--- src/rtl/proc_mem_port2_arbiter.sv ---
// proc_mem_port2_arbiter
//   Round-robin arbiter sharing the 16-bit second port of a node's dual-port
//   processing memory between NUM_REQ Avalon-MM requesters. It issues at most
//   one access per cycle through a combinational grant, and returns
//   single-cycle-latency read data to the requester that issued the read.
//   A requester may lock the port for read-modify-write sequences. The lock
//   is force-released after LOCK_MAX cycles.
//
// Ports
//   clk, reset_n         clock, asynchronous active-low reset
//   reset_req            inhibits all grants while high
//   req_*                per-requester Avalon-MM slave side (slice i = requester i)
//   req_waitrequest      low = access accepted this cycle
//   req_readdatavalid    one-hot read response, one cycle after issue
//   req_readdata         shared read data (pass-through of mem_readdata)
//   mem_*                memory port-2 pins (address/chipselect/write/data/be/clken)
//   lock_timeout         sticky flag: a lock was force-released
module proc_mem_port2_arbiter #(
    parameter int NUM_REQ  = 4,
    parameter int ADDR_W   = 14,
    parameter int DATA_W   = 16,
    parameter int BE_W     = 2,
    parameter int LOCK_MAX = 64
) (
    input  logic                      clk,
    input  logic                      reset_n,
    input  logic                      reset_req,
    input  logic [NUM_REQ*ADDR_W-1:0] req_address,
    input  logic [NUM_REQ-1:0]        req_read,
    input  logic [NUM_REQ-1:0]        req_write,
    input  logic [NUM_REQ*DATA_W-1:0] req_writedata,
    input  logic [NUM_REQ*BE_W-1:0]   req_byteenable,
    input  logic [NUM_REQ-1:0]        req_lock,
    output logic [NUM_REQ-1:0]        req_waitrequest,
    output logic [NUM_REQ-1:0]        req_readdatavalid,
    output logic [DATA_W-1:0]         req_readdata,
    output logic [ADDR_W-1:0]         mem_address,
    output logic                      mem_chipselect,
    output logic                      mem_write,
    output logic [DATA_W-1:0]         mem_writedata,
    output logic [BE_W-1:0]           mem_byteenable,
    output logic                      mem_clken,
    input  logic [DATA_W-1:0]         mem_readdata,
    output logic                      lock_timeout
);

    localparam int IW = $clog2(NUM_REQ);
    localparam int CW = (LOCK_MAX > 2) ? $clog2(LOCK_MAX) : 1;

    typedef enum logic {
        LK_FREE,
        LK_HELD
    } lock_state_t;

    lock_state_t          r_state, w_state_nxt;
    logic [IW-1:0]        r_owner, w_owner_nxt;
    logic [IW-1:0]        r_ptr, w_ptr_nxt;
    logic [CW-1:0]        r_cnt, w_cnt_nxt;
    logic [NUM_REQ-1:0]   r_rdv, w_rdv_nxt;
    logic [NUM_REQ-1:0]   r_nolock, w_nolock_nxt;
    logic                 r_timeout, w_timeout;
    logic [ADDR_W-1:0]    r_addr;
    logic [DATA_W-1:0]    r_wdata;
    logic [BE_W-1:0]      r_be;

    logic                 w_en;
    logic [NUM_REQ-1:0]   w_pend;
    logic                 w_gvalid;
    logic [IW-1:0]        w_gidx;
    logic [IW-1:0]        w_cand;
    logic [NUM_REQ-1:0]   w_gnt;

    logic [ADDR_W-1:0]    w_addr_arr  [NUM_REQ];
    logic [DATA_W-1:0]    w_wdata_arr [NUM_REQ];
    logic [BE_W-1:0]      w_be_arr    [NUM_REQ];

    for (genvar gi = 0; gi < NUM_REQ; gi++) begin : g_slice
        assign w_addr_arr[gi]  = req_address[gi*ADDR_W +: ADDR_W];
        assign w_wdata_arr[gi] = req_writedata[gi*DATA_W +: DATA_W];
        assign w_be_arr[gi]    = req_byteenable[gi*BE_W +: BE_W];
    end

    function automatic logic [IW-1:0] f_inc(input logic [IW-1:0] v);
        if (v == IW'(NUM_REQ - 1)) return '0;
        return v + IW'(1);
    endfunction

    // reset_n gates the combinational grant so outputs drop immediately on reset
    assign w_en   = reset_n & ~reset_req;
    assign w_pend = req_read | req_write;

    always_comb begin
        w_gvalid = 1'b0;
        w_gidx   = '0;
        w_cand   = '0;
        if (w_en) begin
            if (r_state == LK_HELD) begin
                w_gvalid = w_pend[r_owner];
                w_gidx   = r_owner;
            end else begin
                for (int unsigned k = 0; k < NUM_REQ; k++) begin
                    w_cand = IW'((int'(r_ptr) + k) % NUM_REQ);
                    if (!w_gvalid && w_pend[w_cand]) begin
                        w_gvalid = 1'b1;
                        w_gidx   = w_cand;
                    end
                end
            end
        end
    end

    assign w_gnt           = w_gvalid ? (NUM_REQ'(1) << w_gidx) : '0;
    assign req_waitrequest = ~w_gnt;
    assign mem_chipselect  = w_gvalid;
    assign mem_write       = w_gvalid & req_write[w_gidx];
    assign mem_clken       = 1'b1;
    assign req_readdata    = mem_readdata;
    assign req_readdatavalid = r_rdv;
    assign lock_timeout    = r_timeout;

    always_comb begin
        mem_address    = r_addr;
        mem_writedata  = r_wdata;
        mem_byteenable = r_be;
        if (w_gvalid) begin
            mem_address    = w_addr_arr[w_gidx];
            mem_writedata  = w_wdata_arr[w_gidx];
            mem_byteenable = w_be_arr[w_gidx];
        end
    end

    // Lock FSM and pointer next-state
    always_comb begin
        w_state_nxt = r_state;
        w_owner_nxt = r_owner;
        w_cnt_nxt   = r_cnt;
        w_ptr_nxt   = r_ptr;
        w_timeout   = 1'b0;
        case (r_state)
            LK_HELD: begin
                w_cnt_nxt = r_cnt + CW'(1);
                if (!req_lock[r_owner]) begin
                    // voluntary release wins over a coincident timeout
                    w_state_nxt = LK_FREE;
                end else if (r_cnt == CW'(LOCK_MAX - 1)) begin
                    w_state_nxt = LK_FREE;
                    w_timeout   = 1'b1;
                    w_ptr_nxt   = f_inc(r_owner);
                end
            end
            default: begin
                if (w_gvalid) begin
                    w_ptr_nxt = f_inc(w_gidx);
                    if (req_lock[w_gidx] && !r_nolock[w_gidx]) begin
                        w_state_nxt = LK_HELD;
                        w_owner_nxt = w_gidx;
                        w_cnt_nxt   = '0;
                    end
                end
            end
        endcase
    end

    // A force-released owner may not re-lock until it drops req_lock once
    assign w_nolock_nxt = (r_nolock & req_lock) |
                          (w_timeout ? (NUM_REQ'(1) << r_owner) : '0);
    assign w_rdv_nxt    = (w_gvalid && !req_write[w_gidx]) ? w_gnt : '0;

    always_ff @(posedge clk or negedge reset_n) begin
        if (!reset_n) begin
            r_state   <= LK_FREE;
            r_owner   <= '0;
            r_cnt     <= '0;
            r_ptr     <= '0;
            r_rdv     <= '0;
            r_nolock  <= '0;
            r_timeout <= 1'b0;
            r_addr    <= '0;
            r_wdata   <= '0;
            r_be      <= '0;
        end else begin
            r_state  <= w_state_nxt;
            r_owner  <= w_owner_nxt;
            r_cnt    <= w_cnt_nxt;
            r_ptr    <= w_ptr_nxt;
            r_rdv    <= w_rdv_nxt;
            r_nolock <= w_nolock_nxt;
            if (w_timeout) r_timeout <= 1'b1;
            if (w_gvalid) begin
                r_addr  <= w_addr_arr[w_gidx];
                r_wdata <= w_wdata_arr[w_gidx];
                r_be    <= w_be_arr[w_gidx];
            end
        end
    end

endmodule

--- config.mk ---
export PLATFORM = sky130hd
export DESIGN_NAME = proc_mem_port2_arbiter
export DESIGN_NICKNAME = d
export VERILOG_FILES = /design/src/rtl/proc_mem_port2_arbiter.sv
export SDC_FILE = /design/constraint.sdc
export NUM_CORES = 1
export LEC_CHECK = 0
export CAP_MARGIN = 10
export CORE_ASPECT_RATIO = 0.75
export CORE_MARGIN = 2
export CORE_UTILIZATION = 33
export DETAILED_ROUTE_END_ITERATION = 10
export GPL_TIMING_DRIVEN = 0
export PLACE_DENSITY_LB_ADDON = 0.2
export SLEW_MARGIN = 10
export SYNTH_ARGS = -nofsm -noshare
export SYNTH_HDL_FRONTEND = slang
export SYNTH_SLANG_ARGS = --single-unit
--- constraint.sdc ---
create_clock -name clk -period 3.6 [get_ports clk]
set_clock_uncertainty 0.05 [all_clocks]
set_input_delay 0.9 -clock clk [delete_from_list [all_inputs] [get_ports clk]]
set_output_delay 0.9 -clock clk [all_outputs]
set_load 0.01 [all_outputs]
==> impl_metrics.env, run 1 <==
export IMPL_total_power_mw=3.040
export IMPL_final_nets=801
export IMPL_synth_area_um2=3413
export IMPL_synthMuxAreaShare_pct=13.38
export IMPL_period_share_pct=111.4
export IMPL_start_util_pct=33.56
export IMPL_ys_warn_count=0
export IMPL_drive_gt1_share_pct=44.64
export IMPL_cts_buffer_depth=2
export IMPL_drv_slew=0
export IMPL_area_growth_synth_to_final_pct=106.4
export IMPL_drv_cap=0
export IMPL_die_w_um=121.4
export IMPL_drt_wl_total_um=15430
export IMPL_die_y_um=92.08
export IMPL_antenna_found_initial=0
export IMPL_synth_compound_area_share_pct=23.39
export IMPL_io_pin_count=219
export IMPL_grt_setup_unrepaired="yes"
export IMPL_drcViolationCount=0
export IMPL_grt_usage_pct=25.22
export IMPL_max_freq_mhz=249.4
export IMPL_fin_ws_ps=-410.1
export IMPL_setup_violations=38
export IMPL_drt_initial_drc_count=305
export IMPL_core_um2=10170
export IMPL_hp_class="input pin to async pin"
export IMPL_dieArea_um2=11180
export IMPL_synth_edf_count=0
export IMPL_drt_pass1_iterations=4
export IMPL_clock_latency_ps=290
export IMPL_htreeDepth=2
export IMPL_design_area_um2=7044
export IMPL_violations="setup timing"
export IMPL_routabilityCongestion=0.8961
export IMPL_layoutNonFillerInstCount=770
export IMPL_synth_adder_area_share_pct=3.299
export IMPL_vdd_drop_max_mv=0.2564
export IMPL_avgSynthCellArea_um2=9.351
export IMPL_io_buffers=201
export IMPL_first_global_vias=4031
export IMPL_num_antenna_cells=0
export IMPL_synth_top_family_by_area="compound AO/OA/AOI/OAI gates"
export IMPL_synthArstFlopShare_pct=100.0
export IMPL_hold_viol_final=0
export IMPL_vias=4099
export IMPL_arrival_ps=3060
export IMPL_cp_end_kind="primary output"
export IMPL_syn_inst=365
export IMPL_placed_area_um2=5804
export IMPL_tightest_slew_ps=1110
export IMPL_tritoncts="yes"
export IMPL_wire_per_inst_um=20.03
export IMPL_synth_xor_area_share_pct=1.283
export IMPL_p_per_area_nw_per_um2=431.5
export IMPL_synthFlopType="dfrtp_1"
export IMPL_antenna_left=0
export IMPL_cts_clk_slew_worst_paths_ps=70
export IMPL_worstSetupPathType="input pin to primary output"
export IMPL_grt_first_pass_wirelength_um=21890
export IMPL_cts_hold_buffers=0
export IMPL_grt_ovfl_total=0
export IMPL_ys_types=53
export IMPL_dp_cells=702
export IMPL_viasPerCell=5.323
export IMPL_dp_hpwl_um=9824
export IMPL_start_kind="input pin"
export IMPL_required_ps=2650
export IMPL_critPathMaxFanout=7
export IMPL_clockRootBuffer="clkbuf_16"
export IMPL_syn_nets=533
export IMPL_cts_sinks=52
export IMPL_fin_crit_ps=4010
export IMPL_leakagePower_nw=2.941
export IMPL_nFillCells=781
export IMPL_relSlewSlack_pct=25.45
export IMPL_final_common_cell="clkdlybuf4s50_1"
export IMPL_yosys_area_share_simple_pct=11.44
export IMPL_outcome="finished with violations"
export IMPL_ys_seq_area_share_pct=38.12
export IMPL_grt_start_max_net_pins=57
export IMPL_synth_seq_cells=52
export IMPL_rows=32
export IMPL_numCtsBuffers=5
export IMPL_most_common_layout_cells="clkdlybuf4s50_1 (153), buf_4 (64), dfrtp_1 (52)"
## where the power goes
| group | total (mW) | internal (mW) | switching, mW |
|---|---|---|---|
| Combinational | 1.69 | 0.940 | 0.747 |
| Clock | 0.506 | 0.278 | 0.228 |
| Sequential | 0.847 | 0.736 | 0.111 |
## per-layer routing
metal | vias to the layer above | part of all wire [%] | track usage [%]
li1 | 1876 | - | -
met1 | 2006 | 42 | 33.66
met2 | 198 | 49 | 41.53
met3 | 19 | 7.6 | 6.343
met4 | 0 | 1.6 | 5.077
met5 | - | 0 | 0
## Yosys cell counts (all sizes together) (4+ instances only)
| cell type | n | area (um^2) |
|---|---|---|
| o22ai | 32 | 200.2 |
| mux2 | 31 | 349.1 |
| a31oi | 32 | 200.2 |
| buf | 28 | 229.0 |
| nand2 | 44 | 165.2 |
| a22o | 4 | 35.03 |
| dfrtp | 52 | 1301 |
| nor3 | 5 | 30.03 |
| ha | 9 | 112.6 |
| o21ai | 6 | 33.78 |
| o21a | 4 | 30.03 |
| nor2 | 19 | 71.32 |
| inv | 6 | 25.02 |
| clkbuf | 14 | 52.55 |
| a21oi | 33 | 165.2 |
| mux2i | 4 | 40.04 |
## layout make-up
cell class              instances  area (um^2)  area share, %
flip-flops and latches         52         1301          18.47
plain buffers                  40        362.8          5.151
clock buffers                   7        142.6          2.025
clock inverters                 1        7.507         0.1066
repair buffers                263         2499          35.47
inverters                       6        30.03         0.4263
well taps                     136        170.2          2.416
multi-input cells             265         2531          35.93
## state kept, by name, indices dropped and copies added (netlist names)
| signal | cells |
|---|---|
| r_owner | 2 |
| lock_timeout | 1 |
| r_wdata | 16 |
| r_cnt | 6 |
| r_nolock | 4 |
| req_readdatavalid | 4 |
| r_ptr | 2 |
| r_be | 2 |
| r_state | 1 |
| r_addr | 14 |
## through the flow
stage | TNS [ps] | worst slack [ps] | utilization [%] | hold WS [ps]
finish | -12580 | -410.1 | 69.27 | 369.3
global route | -14200 | -443.9 | 69.27 | 369.0
CTS | -15410 | -488.8 | 66.19 | 432.0
detailed placement | -65750 | -1669 | 57.07 | 413.3
global placement | -235350 | -3382 | 57.10 | 405.8
floorplan | -1812 | -86.06 | - | 420.5
## repair_timing
item,CTS,global route
endpoints found under the setup margin,41,38
resized for setup,310,49
gates cloned,4,4
buffers inserted,41,16
pin swaps,39,18
## final timing paths
kind	startpoint	to	slack [ps]	cells after the start
min in group clk	lock_timeout$_DFFE_PN0P_	lock_timeout$_DFFE_PN0P_	430	1
worst max-delay path	req_write[0]	mem_writedata[0]	-410	11
worst min-delay path	reset_n	r_addr[13]$_DFF_PN0_	370	1
worst max register to register	r_state$_DFF_PN0_	r_ptr[0]$_DFFE_PN0P_	770	6
worst min register to register	lock_timeout$_DFFE_PN0P_	lock_timeout$_DFFE_PN0P_	430	1
max in group asynchronous	reset_n	r_be[0]$_DFF_PN0_	2930	1
## logic make-up (layout without fill, tap and decap cells)
family,Yosys count,count (layout)
AO/OA/AOI/OAI,126,126
XOR/XNOR,5,5
adder cells (fa/ha/maj),9,9
buffers and inverters,48,317
flip-flops,52,52
multiplexers,38,38
other,1,1
AND/OR/NAND/NOR,86,86
## worst max-delay path: stages
cell and delay, ps:
buf_8 100, or4_4 560, o21a_4 250, a21o_4 230
inv_8 70, buf_12 110, buf_12 140, mux2_4 320
o22ai_4 130, a31oi_2 70, buf_2 170
(Power assumes the default switching activity.)
==> inputs of run 2 (changes only) <==
RECOVER_POWER = 100   (was unset)
==> run 2 against run 1 <==
Net effect:
- the run ends with capacitance limit, slew limit, setup timing left
- wire length fell by 0.29%
- register-to-register slack better by 20 ps
- worst hold slack better by 5.7 ps
- global-route usage stayed put
- cell area shrank 0.30%
==> impl_metrics.env, run 2 (synthesized netlist as in run 1, its figures left out) <==
export IMPL_tightest_slew_ps=1696
export IMPL_first_global_vias=4031
export IMPL_p_clk_share_pct=16.7
export IMPL_p_sw_mw=1.083
export IMPL_design_area_um2=7023
export IMPL_fin_ws_ps=-409.9
export IMPL_setup_violations=38
export IMPL_grt_first_pass_wirelength_um=21890
export IMPL_htreeDepth=2
export IMPL_drv_slew=29
export IMPL_die_y_um=92.08
export IMPL_reg_largest_list="r_wdata (16), r_addr (14), r_cnt (6)"
export IMPL_cts_clk_slew_worst_paths_ps=70
export IMPL_grt_ovfl_total=0
export IMPL_io_pin_count=219
export IMPL_final_common_cell="clkdlybuf4s50_1"
export IMPL_vdd_drop_max_mv=0.2559
export IMPL_die_w_um=121.4
export IMPL_regMostFlops="r_wdata"
export IMPL_violations="capacitance limit, slew limit, setup timing"
export IMPL_cts_hold_buffers=0
export IMPL_viasPerCell=5.291
export IMPL_drt_initial_drc_count=318
export IMPL_tritoncts="yes"
export IMPL_reg2reg_from="r_state$_DFF_PN0_"
export IMPL_dp_hpwl_um=9824
export IMPL_fin_crit_ps=4010
export IMPL_clockRootBuffer="clkbuf_16"
export IMPL_wire_per_inst_um=19.98
export IMPL_grt_usage_pct=25.22
export IMPL_dieArea_um2=11180
export IMPL_arrival_ps=3060
export IMPL_area_growth_synth_to_final_pct=105.8
export IMPL_grt_setup_unrepaired="yes"
export IMPL_dp_cells=702
export IMPL_critPathMaxFanout=7
export IMPL_vias=4074
export IMPL_drv_cap=1
export IMPL_numCtsBuffers=5
export IMPL_antenna_left=0
export IMPL_drive_gt1_share_pct=44.48
export IMPL_power_frac_seq_pct=27.9
export IMPL_io_buffers=201
export IMPL_hold_viol_final=0
export IMPL_required_ps=2650
export IMPL_clock_latency_ps=290
export IMPL_start_kind="input pin"
export IMPL_cts_buffer_depth=2
export IMPL_grt_start_max_net_pins=57
export IMPL_drt_pass1_iterations=5
export IMPL_intPower_mw=1.947
export IMPL_largest_reg_flops=16
export IMPL_cp_end_kind="primary output"
export IMPL_cts_sinks=52
export IMPL_hp_class="input pin to async pin"
export IMPL_sw_frac_of_total_pct=35.74
export IMPL_period_share_pct=111.4
export IMPL_routabilityCongestion=0.8961
export IMPL_layoutNonFillerInstCount=770
export IMPL_rows=32
export IMPL_core_um2=10170
export IMPL_final_nets=801
export IMPL_worstSetupPathType="input pin to primary output"
export IMPL_start_util_pct=33.56
export IMPL_relSlewSlack_pct=-13.04
export IMPL_num_antenna_cells=0
export IMPL_critPathLaunch="req_write[0]"
export IMPL_antenna_found_initial=0
export IMPL_drt_wl_total_um=15380
export IMPL_placed_area_um2=5804
export IMPL_max_freq_mhz=249.4
export IMPL_p_per_area_nw_per_um2=431.5
export IMPL_drcViolationCount=0
export IMPL_outcome="finished with violations"
export IMPL_power_frac_comb_pct=55.4
export IMPL_most_common_layout_cells="clkdlybuf4s50_1 (132), buf_4 (64), dfrtp_1 (52)"
export IMPL_leakagePower_nw=2.951
run 2: cell types whose count changed in the layout (fill, tap and decap cells not counted):
cell | before | now
clkdlybuf4s50_1 | 153 | 132
clkbuf_16 | 9 | 8
dlygate4sd3_1 | 0 | 21
clkbuf_1 | 1 | 2
run 2: layout make-up:
type                            count  area [um^2]
Buffer                             40        362.8
Clock buffer                        7        142.6
Clock inverter                      1        7.507
Fill cell                         784         3147
Inverter                            6        30.03
Multi-Input combinational cell    265         2531
Sequential cell                    52         1301
Tap cell                          136        170.2
Timing Repair Buffer              263         2477
run 2: critical path, cell delays in order:
cell     delay [ps]
buf_8           100
or4_4           560
o21a_4          250
a21o_4          230
inv_8            70
buf_12          110
buf_12          140
mux2_4          320
o22ai_4         130
a31oi_2          60
buf_2           170
run 2: layer usage:
layer | global-route usage (%) | up-vias | part of all wire (%)
met2 | 41.53 | 191 | 49
met4 | 5.077 | 0 | 1.6
met5 | 0 | - | 0
li1 | - | 1877 | -
met1 | 33.66 | 1987 | 42
met3 | 6.343 | 19 | 7.6
run 2: repair_timing:
| item | CTS | global route |
|---|---|---|
| cloned | 4 | 4 |
| setup endpoints to repair | 41 | 38 |
| buffers inserted | 41 | 16 |
| pin swaps | 39 | 18 |
| resized for setup | 310 | 49 |
run 2: worst paths after layout:
| check | end | slack (ps) | cells past startpoint |
|---|---|---|---|
| min | r_addr[13]$_DFF_PN0_ | 380 | 1 |
| max reg2reg | r_ptr[0]$_DFFE_PN0P_ | 790 | 6 |
| max | mem_writedata[0] | -410 | 11 |
| max in group asynchronous | r_wdata[12]$_DFF_PN0_ | 1530 | 1 |
| min reg2reg | lock_timeout$_DFFE_PN0P_ | 420 | 1 |
| min in group clk | lock_timeout$_DFFE_PN0P_ | 420 | 1 |
run 2: power groups by stage:
| stage | registers (mW) | clock network [mW] | logic, mW |
|---|---|---|---|
| floorplan | 0.802 | 0 | 0.697 |
| global placement | 0.813 | 0 | 1.26 |
| detailed placement | 0.821 | 0 | 1.28 |
| CTS | 0.827 | 0.509 | 1.53 |
| global route | 0.864 | 0.539 | 1.78 |
| finish | 0.845 | 0.505 | 1.68 |
run 2: metrics by stage:
stage               hold slack [ps]  utilization (%)  total power [mW]  worst slack (ps)  setup TNS, ps
global placement              405.8            57.10             2.070             -3382        -235350
CTS                           432.0            66.19             2.867            -488.8         -15410
global route                  368.9            69.06             3.183            -443.9         -14200
finish                        375.0            69.06             3.030            -409.9         -12600
floorplan                     420.5                -             1.499            -86.06          -1812
detailed placement            413.3            57.07             2.103             -1669         -65750
==> inputs of run 3 (changes only) <==
SLEW_MARGIN = 30   (was 10)
==> run 3 against run 2 <==
Net effect:
- cell area grew 0.84%
- fmax shrank 1.3%
- the flow finishes with violations (setup timing)
- highest routed layer unchanged
- clock power grew 0.8%
- die area is the same
- power grew 0.27%
- sequential power shrank 1%
- first-iteration DRC count shrank 40%
- sequential share of layout area shrank 0.15 points
- combinational power is essentially flat
- sequential cell count is the same
- critical path depth grew 1
- largest power group unchanged
==> impl_metrics.env, run 3 (synthesized netlist as in run 1, its figures left out) <==
export IMPL_vdd_drop_max_mv=0.2459
export IMPL_p_per_area_nw_per_um2=429.1
export IMPL_reg_largest_list="r_wdata (16), r_addr (14), r_cnt (6)"
export IMPL_cts_sinks=52
export IMPL_layoutNonFillerInstCount=767
export IMPL_cp_end_kind="primary output"
export IMPL_intPower_mw=1.949
export IMPL_antenna_left=0
export IMPL_routabilityCongestion=0.8961
export IMPL_period_share_pct=112.8
export IMPL_dp_cells=703
export IMPL_hp_class="input pin to async pin"
export IMPL_clock_latency_ps=300
export IMPL_tightest_slew_ps=1136
export IMPL_reg2reg_from="r_ptr[1]$_DFFE_PN0P_"
export IMPL_core_um2=10170
export IMPL_reg2regPathDepth=18
export IMPL_leakagePower_nw=2.849
export IMPL_arrival_ps=3110
export IMPL_drv_slew=0
export IMPL_drv_cap=0
export IMPL_io_buffers=201
export IMPL_numCtsBuffers=5
export IMPL_cts_clk_slew_worst_paths_ps=70
export IMPL_power_frac_seq_pct=27.4
export IMPL_vias=3990
export IMPL_die_y_um=92.08
export IMPL_relSlewSlack_pct=24.25
export IMPL_drt_pass1_iterations=4
export IMPL_drt_initial_drc_count=192
export IMPL_drive_gt1_share_pct=45.01
export IMPL_die_w_um=121.4
export IMPL_viasPerCell=5.202
export IMPL_antenna_found_initial=0
export IMPL_hold_viol_final=0
export IMPL_max_freq_mhz=246.3
export IMPL_area_growth_synth_to_final_pct=107.5
export IMPL_io_pin_count=219
export IMPL_htreeDepth=2
export IMPL_power_frac_comb_pct=55.8
export IMPL_most_common_layout_cells="clkdlybuf4s50_1 (131), buf_4 (55), dfrtp_1 (52)"
export IMPL_fin_setup_tns_ps=-13970
export IMPL_fin_crit_ps=4061
export IMPL_tritoncts="yes"
export IMPL_dieArea_um2=11180
export IMPL_num_antenna_cells=0
export IMPL_grt_usage_pct=25.07
export IMPL_sw_frac_of_total_pct=35.84
export IMPL_final_common_cell="clkdlybuf4s50_1"
export IMPL_start_kind="input pin"
export IMPL_setup_violations=35
export IMPL_rows=32
export IMPL_dp_hpwl_um=9895
export IMPL_p_sw_mw=1.089
export IMPL_grt_ovfl_total=0
export IMPL_grt_first_pass_wirelength_um=21740
export IMPL_grt_setup_unrepaired="yes"
export IMPL_required_ps=2650
export IMPL_outcome="finished with violations"
export IMPL_largest_reg_flops=16
export IMPL_dp_slack_ps=-1632
export IMPL_wire_per_inst_um=19.14
export IMPL_drcViolationCount=0
export IMPL_p_clk_share_pct=16.7
export IMPL_regMostFlops="r_wdata"
export IMPL_first_global_vias=3992
export IMPL_grt_start_max_net_pins=23
export IMPL_cts_buffer_depth=2
export IMPL_worstSetupPathType="input pin to primary output"
export IMPL_cts_hold_buffers=0
export IMPL_clockRootBuffer="clkbuf_16"
export IMPL_start_util_pct=33.56
export IMPL_final_nets=798
export IMPL_violations="setup timing"
export IMPL_critPathLaunch="req_write[0]"
export IMPL_fin_ws_ps=-460.8
export IMPL_drt_wl_total_um=14680
export IMPL_whs_ps=367.3
export IMPL_critPathMaxFanout=8
## run 3: final cells by class
class,count,area [um^2]
Clock buffer,7,142.6
Buffer,40,387.9
Sequential cell,52,1301
Tap cell,136,170.2
Multi-Input combinational cell,265,2555
Clock inverter,1,7.507
Fill cell,776,3088
Inverter,6,30.03
Timing Repair Buffer,260,2487
## run 3: power by group through the flow
stage          Combinational (mW)  Sequential [mW]  Clock (mW)
6_report                     1.70            0.834       0.509
5_1_grt                      1.80            0.848       0.532
4_1_cts                      1.53            0.826       0.513
3_5_place_dp                 1.28            0.821           0
3_3_place_gp                 1.26            0.813           0
2_1_floorplan               0.697            0.802           0
## run 3: per-layer routing
metal,vias to the layer above,GRT usage (%),wire length [um]
li1,1875,-,-
met1,1927,34.17,6407
met2,174,40.96,7029
met3,14,5.286,1020
met4,0,5.556,224
met5,-,0,0
## run 3: final timing paths
kind / slack, ps / to
hold reg to reg: 440 / lock_timeout$_DFFE_PN0P_
min in group clk: 440 / lock_timeout$_DFFE_PN0P_
max in group asynchronous: 1850 / r_addr[13]$_DFF_PN0_
setup reg to reg: 480 / r_addr[13]$_DFF_PN0_
setup / recovery: -460 / mem_writedata[0]
hold / removal: 370 / r_nolock[1]$_DFF_PN0_
## run 3: repair_timing
| action | CTS | global route |
|---|---|---|
| setup buffers | 44 | 11 |
| cloned | 3 | 3 |
| endpoints found under the setup margin | 46 | 38 |
| resized for setup | 312 | 65 |
| pin swaps | 32 | 46 |
## run 3: critical path, cell delays in order
cell and delay [ps]:
buf_8 100, or4_4 550, o21a_4 250, a21o_4 230
inv_8 60, buf_12 100, buf_8 110, buf_12 160
mux2_4 320, o22ai_2 100, a31oi_2 60, buf_2 160
## run 3: metrics by stage
step	util, %	power, mW	instance area [um^2]
floorplan	-	1.499	3625
global placement	57.10	2.070	5807
detailed placement	57.27	2.102	5824
finish	69.64	3.039	7082
CTS	66.22	2.873	6734
global route	69.64	3.182	7082
